**src/rtl/calc_op_sequencer_if.sv**
```systemverilog
// calc_op_sequencer_if: request/result handshake plus the adder-side signals of
// the calculator operation sequencer, bundled so the sequencer and its
// requester share one port.
// master: the requester, which also hosts the shared adder.
// slave : the sequencer itself.
interface calc_op_sequencer_if #(
    parameter int N = 8
);
    logic         start;
    logic [1:0]   op;
    logic [N:0]   a;
    logic [N:0]   b;
    logic         busy;
    logic         done;
    logic [N:0]   result;
    logic         ovf;
    logic [N:0]   add_x;
    logic [N:0]   add_y;
    logic         add_min;
    logic [N:0]   add_res;

    modport master (
        output start, op, a, b, add_res,
        input  busy, done, result, ovf, add_x, add_y, add_min
    );

    modport slave (
        input  start, op, a, b, add_res,
        output busy, done, result, ovf, add_x, add_y, add_min
    );
endinterface

```
**src/rtl/calc_op_sequencer.sv**
```systemverilog
// calc_op_sequencer: multi-cycle controller for the shared sign-magnitude
// adder/subtractor. It runs add, sub, load and multiply requests and returns a
// normalized sign-magnitude result with a one-cycle done pulse.
// Multiply is repeated addition through the same adder.
// Optional feature macro: CALC_MUL_EN.
// - Defined: multiply is built.
// - Undefined: op 10 finishes immediately with result 0 and ovf 1.
module calc_op_sequencer #(
    parameter int N = 8
) (
    input  logic clk,
    input  logic resetn,
    calc_op_sequencer_if.slave bus
);

`ifdef CALC_MUL_EN
    typedef enum logic [1:0] {
        IDLE = 2'd0,
        EXEC = 2'd1,
        MUL  = 2'd2,
        DONE = 2'd3
    } state_t;
`else
    typedef enum logic [1:0] {
        IDLE = 2'd0,
        EXEC = 2'd1,
        DONE = 2'd3
    } state_t;
`endif

    state_t     state_q, state_d;
    logic [N:0] result_q, result_d;
    logic       ovf_q, ovf_d;
    logic [N:0] addX_q, addX_d;
    logic [N:0] addY_q, addY_d;
    logic       addMin_q, addMin_d;

`ifdef CALC_MUL_EN
    logic [N-1:0] acc_q, acc_d;
    logic [N-1:0] cnt_q, cnt_d;
    logic         sign_q, sign_d;
    logic [N:0]   mulSum;

    // The overflow test is done on a private N+1-bit sum.
    // It does not trust the adder, whose magnitude wraps silently.
    // addY holds {0,|a|} for the whole multiply, so it supplies |a|.
    assign mulSum = {1'b0, acc_q} + {1'b0, addY_q[N-1:0]};
`endif

    // Zero magnitude always leaves with a positive sign (no -0 result).
    function automatic logic [N:0] normSm(input logic [N:0] v);
        return (v[N-1:0] == '0) ? '0 : v;
    endfunction

    assign bus.busy    = (state_q != IDLE);
    assign bus.done    = (state_q == DONE);
    assign bus.result  = result_q;
    assign bus.ovf     = ovf_q;
    assign bus.add_x   = addX_q;
    assign bus.add_y   = addY_q;
    assign bus.add_min = addMin_q;

    // Next-state and next-register computation for the sequencer.
    always_comb begin
        state_d  = state_q;
        result_d = result_q;
        ovf_d    = ovf_q;
        addX_d   = addX_q;
        addY_d   = addY_q;
        addMin_d = addMin_q;
`ifdef CALC_MUL_EN
        acc_d    = acc_q;
        cnt_d    = cnt_q;
        sign_d   = sign_q;
`endif
        case (state_q)
            IDLE: begin
                if (bus.start) begin
                    case (bus.op)
                        2'b00, 2'b01: begin
                            addX_d   = bus.a;
                            addY_d   = bus.b;
                            addMin_d = bus.op[0];
                            state_d  = EXEC;
                        end
                        2'b11: begin
                            result_d = normSm(bus.a);
                            ovf_d    = 1'b0;
                            state_d  = DONE;
                        end
                        default: begin
`ifdef CALC_MUL_EN
                            if (bus.b[N-1:0] == '0) begin
                                result_d = '0;
                                ovf_d    = 1'b0;
                                state_d  = DONE;
                            end else begin
                                acc_d    = '0;
                                cnt_d    = bus.b[N-1:0];
                                sign_d   = bus.a[N] ^ bus.b[N];
                                addX_d   = '0;
                                addY_d   = {1'b0, bus.a[N-1:0]};
                                addMin_d = 1'b0;
                                state_d  = MUL;
                            end
`else
                            result_d = '0;
                            ovf_d    = 1'b1;
                            state_d  = DONE;
`endif
                        end
                    endcase
                end
            end
            EXEC: begin
                result_d = normSm(bus.add_res);
                ovf_d    = 1'b0;
                state_d  = DONE;
            end
`ifdef CALC_MUL_EN
            MUL: begin
                if (mulSum[N]) begin
                    result_d = {sign_q, {N{1'b1}}};
                    ovf_d    = 1'b1;
                    state_d  = DONE;
                end else begin
                    acc_d  = bus.add_res[N-1:0];
                    addX_d = {1'b0, bus.add_res[N-1:0]};
                    cnt_d  = cnt_q - N'(1);
                    if (cnt_q == N'(1)) begin
                        result_d = normSm({sign_q, bus.add_res[N-1:0]});
                        ovf_d    = 1'b0;
                        state_d  = DONE;
                    end
                end
            end
`endif
            DONE: begin
                state_d = IDLE;
            end
            default: begin
                state_d = IDLE;
            end
        endcase
    end

    // State and datapath registers.
    // A low resetn clears everything, even in the middle of an operation.
    always_ff @(posedge clk) begin
        if (!resetn) begin
            state_q  <= IDLE;
            result_q <= '0;
            ovf_q    <= 1'b0;
            addX_q   <= '0;
            addY_q   <= '0;
            addMin_q <= 1'b0;
`ifdef CALC_MUL_EN
            acc_q    <= '0;
            cnt_q    <= '0;
            sign_q   <= 1'b0;
`endif
        end else begin
            state_q  <= state_d;
            result_q <= result_d;
            ovf_q    <= ovf_d;
            addX_q   <= addX_d;
            addY_q   <= addY_d;
            addMin_q <= addMin_d;
`ifdef CALC_MUL_EN
            acc_q    <= acc_d;
            cnt_q    <= cnt_d;
            sign_q   <= sign_d;
`endif
        end
    end

endmodule

```
**src/flat_wrapper.sv**
```systemverilog
// flat-port wrapper written by rule: the top's interface ports become plain ports
module calc_op_sequencer_flat 
#(
    parameter int N = 8
)
  (clk, resetn, bus_start, bus_op, bus_a, bus_b, bus_add_res, bus_busy, bus_done, bus_result, bus_ovf, bus_add_x, bus_add_y, bus_add_min);
  calc_op_sequencer_if #(.N(N)) bus_i ();
  input  logic clk;
  input  logic resetn;
  input wire logic [$bits(bus_i.start)-1:0] bus_start;
  input wire logic [$bits(bus_i.op)-1:0] bus_op;
  input wire logic [$bits(bus_i.a)-1:0] bus_a;
  input wire logic [$bits(bus_i.b)-1:0] bus_b;
  input wire logic [$bits(bus_i.add_res)-1:0] bus_add_res;
  output wire logic [$bits(bus_i.busy)-1:0] bus_busy;
  output wire logic [$bits(bus_i.done)-1:0] bus_done;
  output wire logic [$bits(bus_i.result)-1:0] bus_result;
  output wire logic [$bits(bus_i.ovf)-1:0] bus_ovf;
  output wire logic [$bits(bus_i.add_x)-1:0] bus_add_x;
  output wire logic [$bits(bus_i.add_y)-1:0] bus_add_y;
  output wire logic [$bits(bus_i.add_min)-1:0] bus_add_min;
  assign bus_i.start = bus_start;
  assign bus_i.op = bus_op;
  assign bus_i.a = bus_a;
  assign bus_i.b = bus_b;
  assign bus_i.add_res = bus_add_res;
  assign bus_busy = bus_i.busy;
  assign bus_done = bus_i.done;
  assign bus_result = bus_i.result;
  assign bus_ovf = bus_i.ovf;
  assign bus_add_x = bus_i.add_x;
  assign bus_add_y = bus_i.add_y;
  assign bus_add_min = bus_i.add_min;
  calc_op_sequencer #(.N(N)) u_core (.clk(clk), .resetn(resetn), .bus(bus_i));
endmodule
```
**config.mk**
```make
export PLATFORM = sky130hd
export DESIGN_NAME = calc_op_sequencer_flat
export DESIGN_NICKNAME = d
export VERILOG_FILES = /design/src/rtl/calc_op_sequencer_if.sv /design/src/rtl/calc_op_sequencer.sv /design/src/flat_wrapper.sv
export SDC_FILE = /design/constraint.sdc
export NUM_CORES = 1
export LEC_CHECK = 0
export BUFFER_PORTS_ARGS = -buffer_cell sky130_fd_sc_hd__clkbuf_2
export CAP_MARGIN = 20
export CORE_ASPECT_RATIO = 1.75
export CORE_MARGIN = 4
export CORE_UTILIZATION = 40
export DETAILED_ROUTE_END_ITERATION = 8
export PLACE_DENSITY = 0.71
export SLEW_MARGIN = 10
export SYNTH_ARGS = -nofsm -noshare
export SYNTH_HDL_FRONTEND = slang
export SYNTH_SLANG_ARGS = --single-unit
export TNS_END_PERCENT = 20
```
**constraint.sdc**
```tcl
create_clock -name clk -period 2.92 [get_ports clk]
set_input_delay 0.438 -clock clk [delete_from_list [all_inputs] [get_ports clk]]
set_output_delay 0.438 -clock clk [all_outputs]
set_load 0.02 [all_outputs]
```
==> flow_summary_export.csv <==
group,metric,value,unit
outcome,outcome,"complete, no violations",
synthesis,synth_top_family_by_area,"simple AND/OR/NAND/NOR gates",
sta,final.period_utilization,57.7,%
critical_path,cp-end-kind,"flop",
critical_path,slowest_stage,"nor4b_4",
sta,fin_hold_ws,375,ps
detailed_routing,postRouteWirelength,3.52,mm
sta,grt_setup_unrepaired,"false",
placed_design,dpl_worst_slack,1140,ps
critical_path,regToRegSetupSlack,1240,ps
layout,final_cells,259,
die,rows,27,
sta,skew,0.967,ps
layout,n_antenna_cell,0,
synthesis,syn_nets,190,
placed_design,dp.cells,251,
synthesis,synthAdderAreaFrac,0,%
critical_path,worstPathCellList,"nor4b_4 > nand2_1 > a21oi_1",
global_routing,grt_pass1_vias,1300,
clocking,clk_path_buf_depth,2,
sta,drv_slew,0,
synthesis,synth-edff-count,0,
clocking,post_cts_buffers,0,
critical_path,critPathKind,"reg -> reg",
die,fp.dieW,51.5,um
synthesis,yosysSeqAreaShare,46.8,%
clocking,ctsResizeCount,0,
clocking,cts_hold_buf,0,
flow_run,maxCapViolCount,0,
critical_path,rr_worst_depth,3,
synthesis,synth_cell_type_count,27,
detailed_routing,first_iter_violations,35,
die,initial_utilization,41.8,%
die,core,3180,um^2
sta,worst_pin_slew,958,ps
detailed_routing,wire_per_inst,13.6,um
worst_hold_path,holdPathStages,3,
placed_design,hpwlAfterDp,2.67,mm
sta,max-slew-margin-rel,36.0,%
global_routing,grt_use_met1,19.7,%
critical_path,critical_path.top_delay_family,"simple AND/OR/NAND/NOR gates",
clocking,cts_max_level,2,
critical_path,crit_arrival,1880,ps
detailed_routing,viasPerCell,5.17,
synthesis,syn-cell-area,1330,um^2
synthesis,synth-xor-area-share,0,%
synthesis,yosysWarnings,0,
global_routing,grt_pass1_wl,5.96,mm
critical_path,cp.required,3120,ps
clocking,tritoncts,"built",
synthesis,synth-compound-area-share,19.8,%
sta,worst_slack,1240,ps
detailed_routing,drtAntennaViolNets,0,
clocking,clk_latency,280,ps
synthesis,synth_seq_cells,31,
global_routing,grt_usage,17.8,%
placed_design,place_congestion,0.759,
synthesis,yosys-mux-area-fraction,0,%
global_routing,grt_max_degree,31,
critical_path,critPathLaunch,"u_core.state_q[1]",
layout,nets,247,
synthesis,avgSynthCellArea,8.39,um^2
clocking,clkTransAtPathRegs,60,ps
synthesis,synthSimpleGateAreaFrac,26.1,%
sta,finalSetupViolations,0,
sta,hold_viol,0,
worst_hold_path,hold_start,"bus_b[1]",
global_routing,gr-total-overflow,0,
worst_hold_path,min_to,"u_core.bus.add_y[1]",
critical_path,regToRegEndpoint,"u_core.bus.add_y[5]",
synthesis,synth_cells,158,
placed_design,numPortBuffers,62,
detailed_routing,vias,1340,
critical_path,max_stage_delay,890,ps
global_routing,grt.busiest_layer,"met2",
power,power.density,577,nW/um^2
layout,drive_above_1_share,34.7,%
synthesis,async_flop_share,0,%
clocking,root_buffer,"clkbuf_8",
detailed_routing,dr.pass1.iters,6,
die,die-height,84.2,um
critical_path,critPathLaunchType,"flop",
clocking,cts_buffers,5,
die,die_area,4340,um^2
detailed_routing,drc,0,
die,io_pins,63,
global_routing,grt_use_met2,30.2,%
sta,setup_tns,0,ps
critical_path,worst-path-buf-inv,0,
worst_hold_path,hold_class,"in -> reg",
critical_path,critPathMaxFanout,19,
global_routing,grt_antenna_before_repair,0,
sta,period_needed,1680,ps
global_routing,globalRouteMet3Util,4.80,%
power,peakVddDrop,0.000382,V
layout,area_growth,26.9,%
power,p_leak,0.000718,uW
sta,max_clock_freq,0.594,GHz
synthesis,synth_top_flop_cell,"dfxtp_1",
clocking,cts_sinks,31,
critical_path,timing.rr.start,"u_core.state_q[1]",
Yosys cell counts, types with 2 or more instances:
master    number  share of area (%)
clkbuf_1       5                1.4
a21oi_1       29                 11
nand2_2        4                1.9
nor2_1         2               0.57
nand2_1       42                 12
nand3_1        8                3.0
nor3_1         2               0.75
or4_1          4                2.3
dfxtp_1       31                 47
buf_6          4                3.4
a311oi_1       9                5.9
and2_1         2               0.94
buf_2          2               0.75
kinds of logic (layout without fill, tap and decap cells):
logic type | after synthesis | count (layout)
AND/OR/NAND/NOR | 70 | 70
flip-flops | 31 | 31
AO/OA/AOI/OAI | 43 | 43
buffers and inverters | 14 | 72
worst reg2reg max path, cell delays in order (launching register included):
cell and delay [ps]:
dfxtp_1 420, nor4b_4 890, nand2_1 140, a21oi_1 150
worst max-delay path by stage:
stage	slack (ps)	endpoint	depth (start not counted)
final	1240	u_core.bus.add_y[5]	3
after CTS	1210	u_core.bus.add_x[1]	3
after floorplan	1490	u_core.bus.add_min	6
after global placement	1180	u_core.bus.add_x[1]	4
after global routing	1010	u_core.bus.add_y[5]	3
after detailed placement	1140	u_core.bus.add_y[7]	4
stage by stage:
stage	area [um^2]	util [%]	power [uW]
2_1_floorplan	1330	-	604
3_3_place_gp	1600	50.4	664
3_5_place_dp	1600	50.4	666
4_1_cts	1680	53.0	985
5_1_grt	1680	53.0	1020
6_report	1680	53.0	972
power breakdown:
part	total [uW]	leakage (uW)	switching (uW)	internal, uW
combinational	182	0.000422	114	67.3
clock	317	0.0000422	150	167
sequential	473	0.000254	21.1	452
sequential cells by signal, indices dropped and copies added, names as in the netlist:
| signal | cells |
|---|---|
| u_core.bus.add_y | 9 |
| u_core.bus.add_x | 9 |
| u_core.bus.add_min | 1 |
| u_core.bus.result | 9 |
| u_core.state_q | 2 |
| u_core.bus.ovf | 1 |
routing by layer:
layer  vias up  wire length, um
met4         0               82
met5         -                0
met3         8              251
li1        664                -
met2        50             1840
met1       618             1340
cell type report:
cell class	count	area (um^2)
Fill cell	366	1490
Clock buffer	7	76.3
Sequential cell	31	621
Tap cell	43	53.8
Timing Repair Buffer	62	310
Clock inverter	1	5.00
Multi-Input combinational cell	113	609
Inverter	2	7.51
cell usage in the layout (no fill, tap or decap), drive strengths merged, types with 2 or more instances in the layout:
cell type	netlist	layout
a21oi	29	29
or4	4	4
nand2	46	46
nand3	8	8
nor3	2	2
nor2	2	2
dfxtp	31	31
clkinv	1	2
a311oi	9	9
clkbuf	5	69
and2	2	2
No activity file was read; power rests on OpenSTA's default activity.
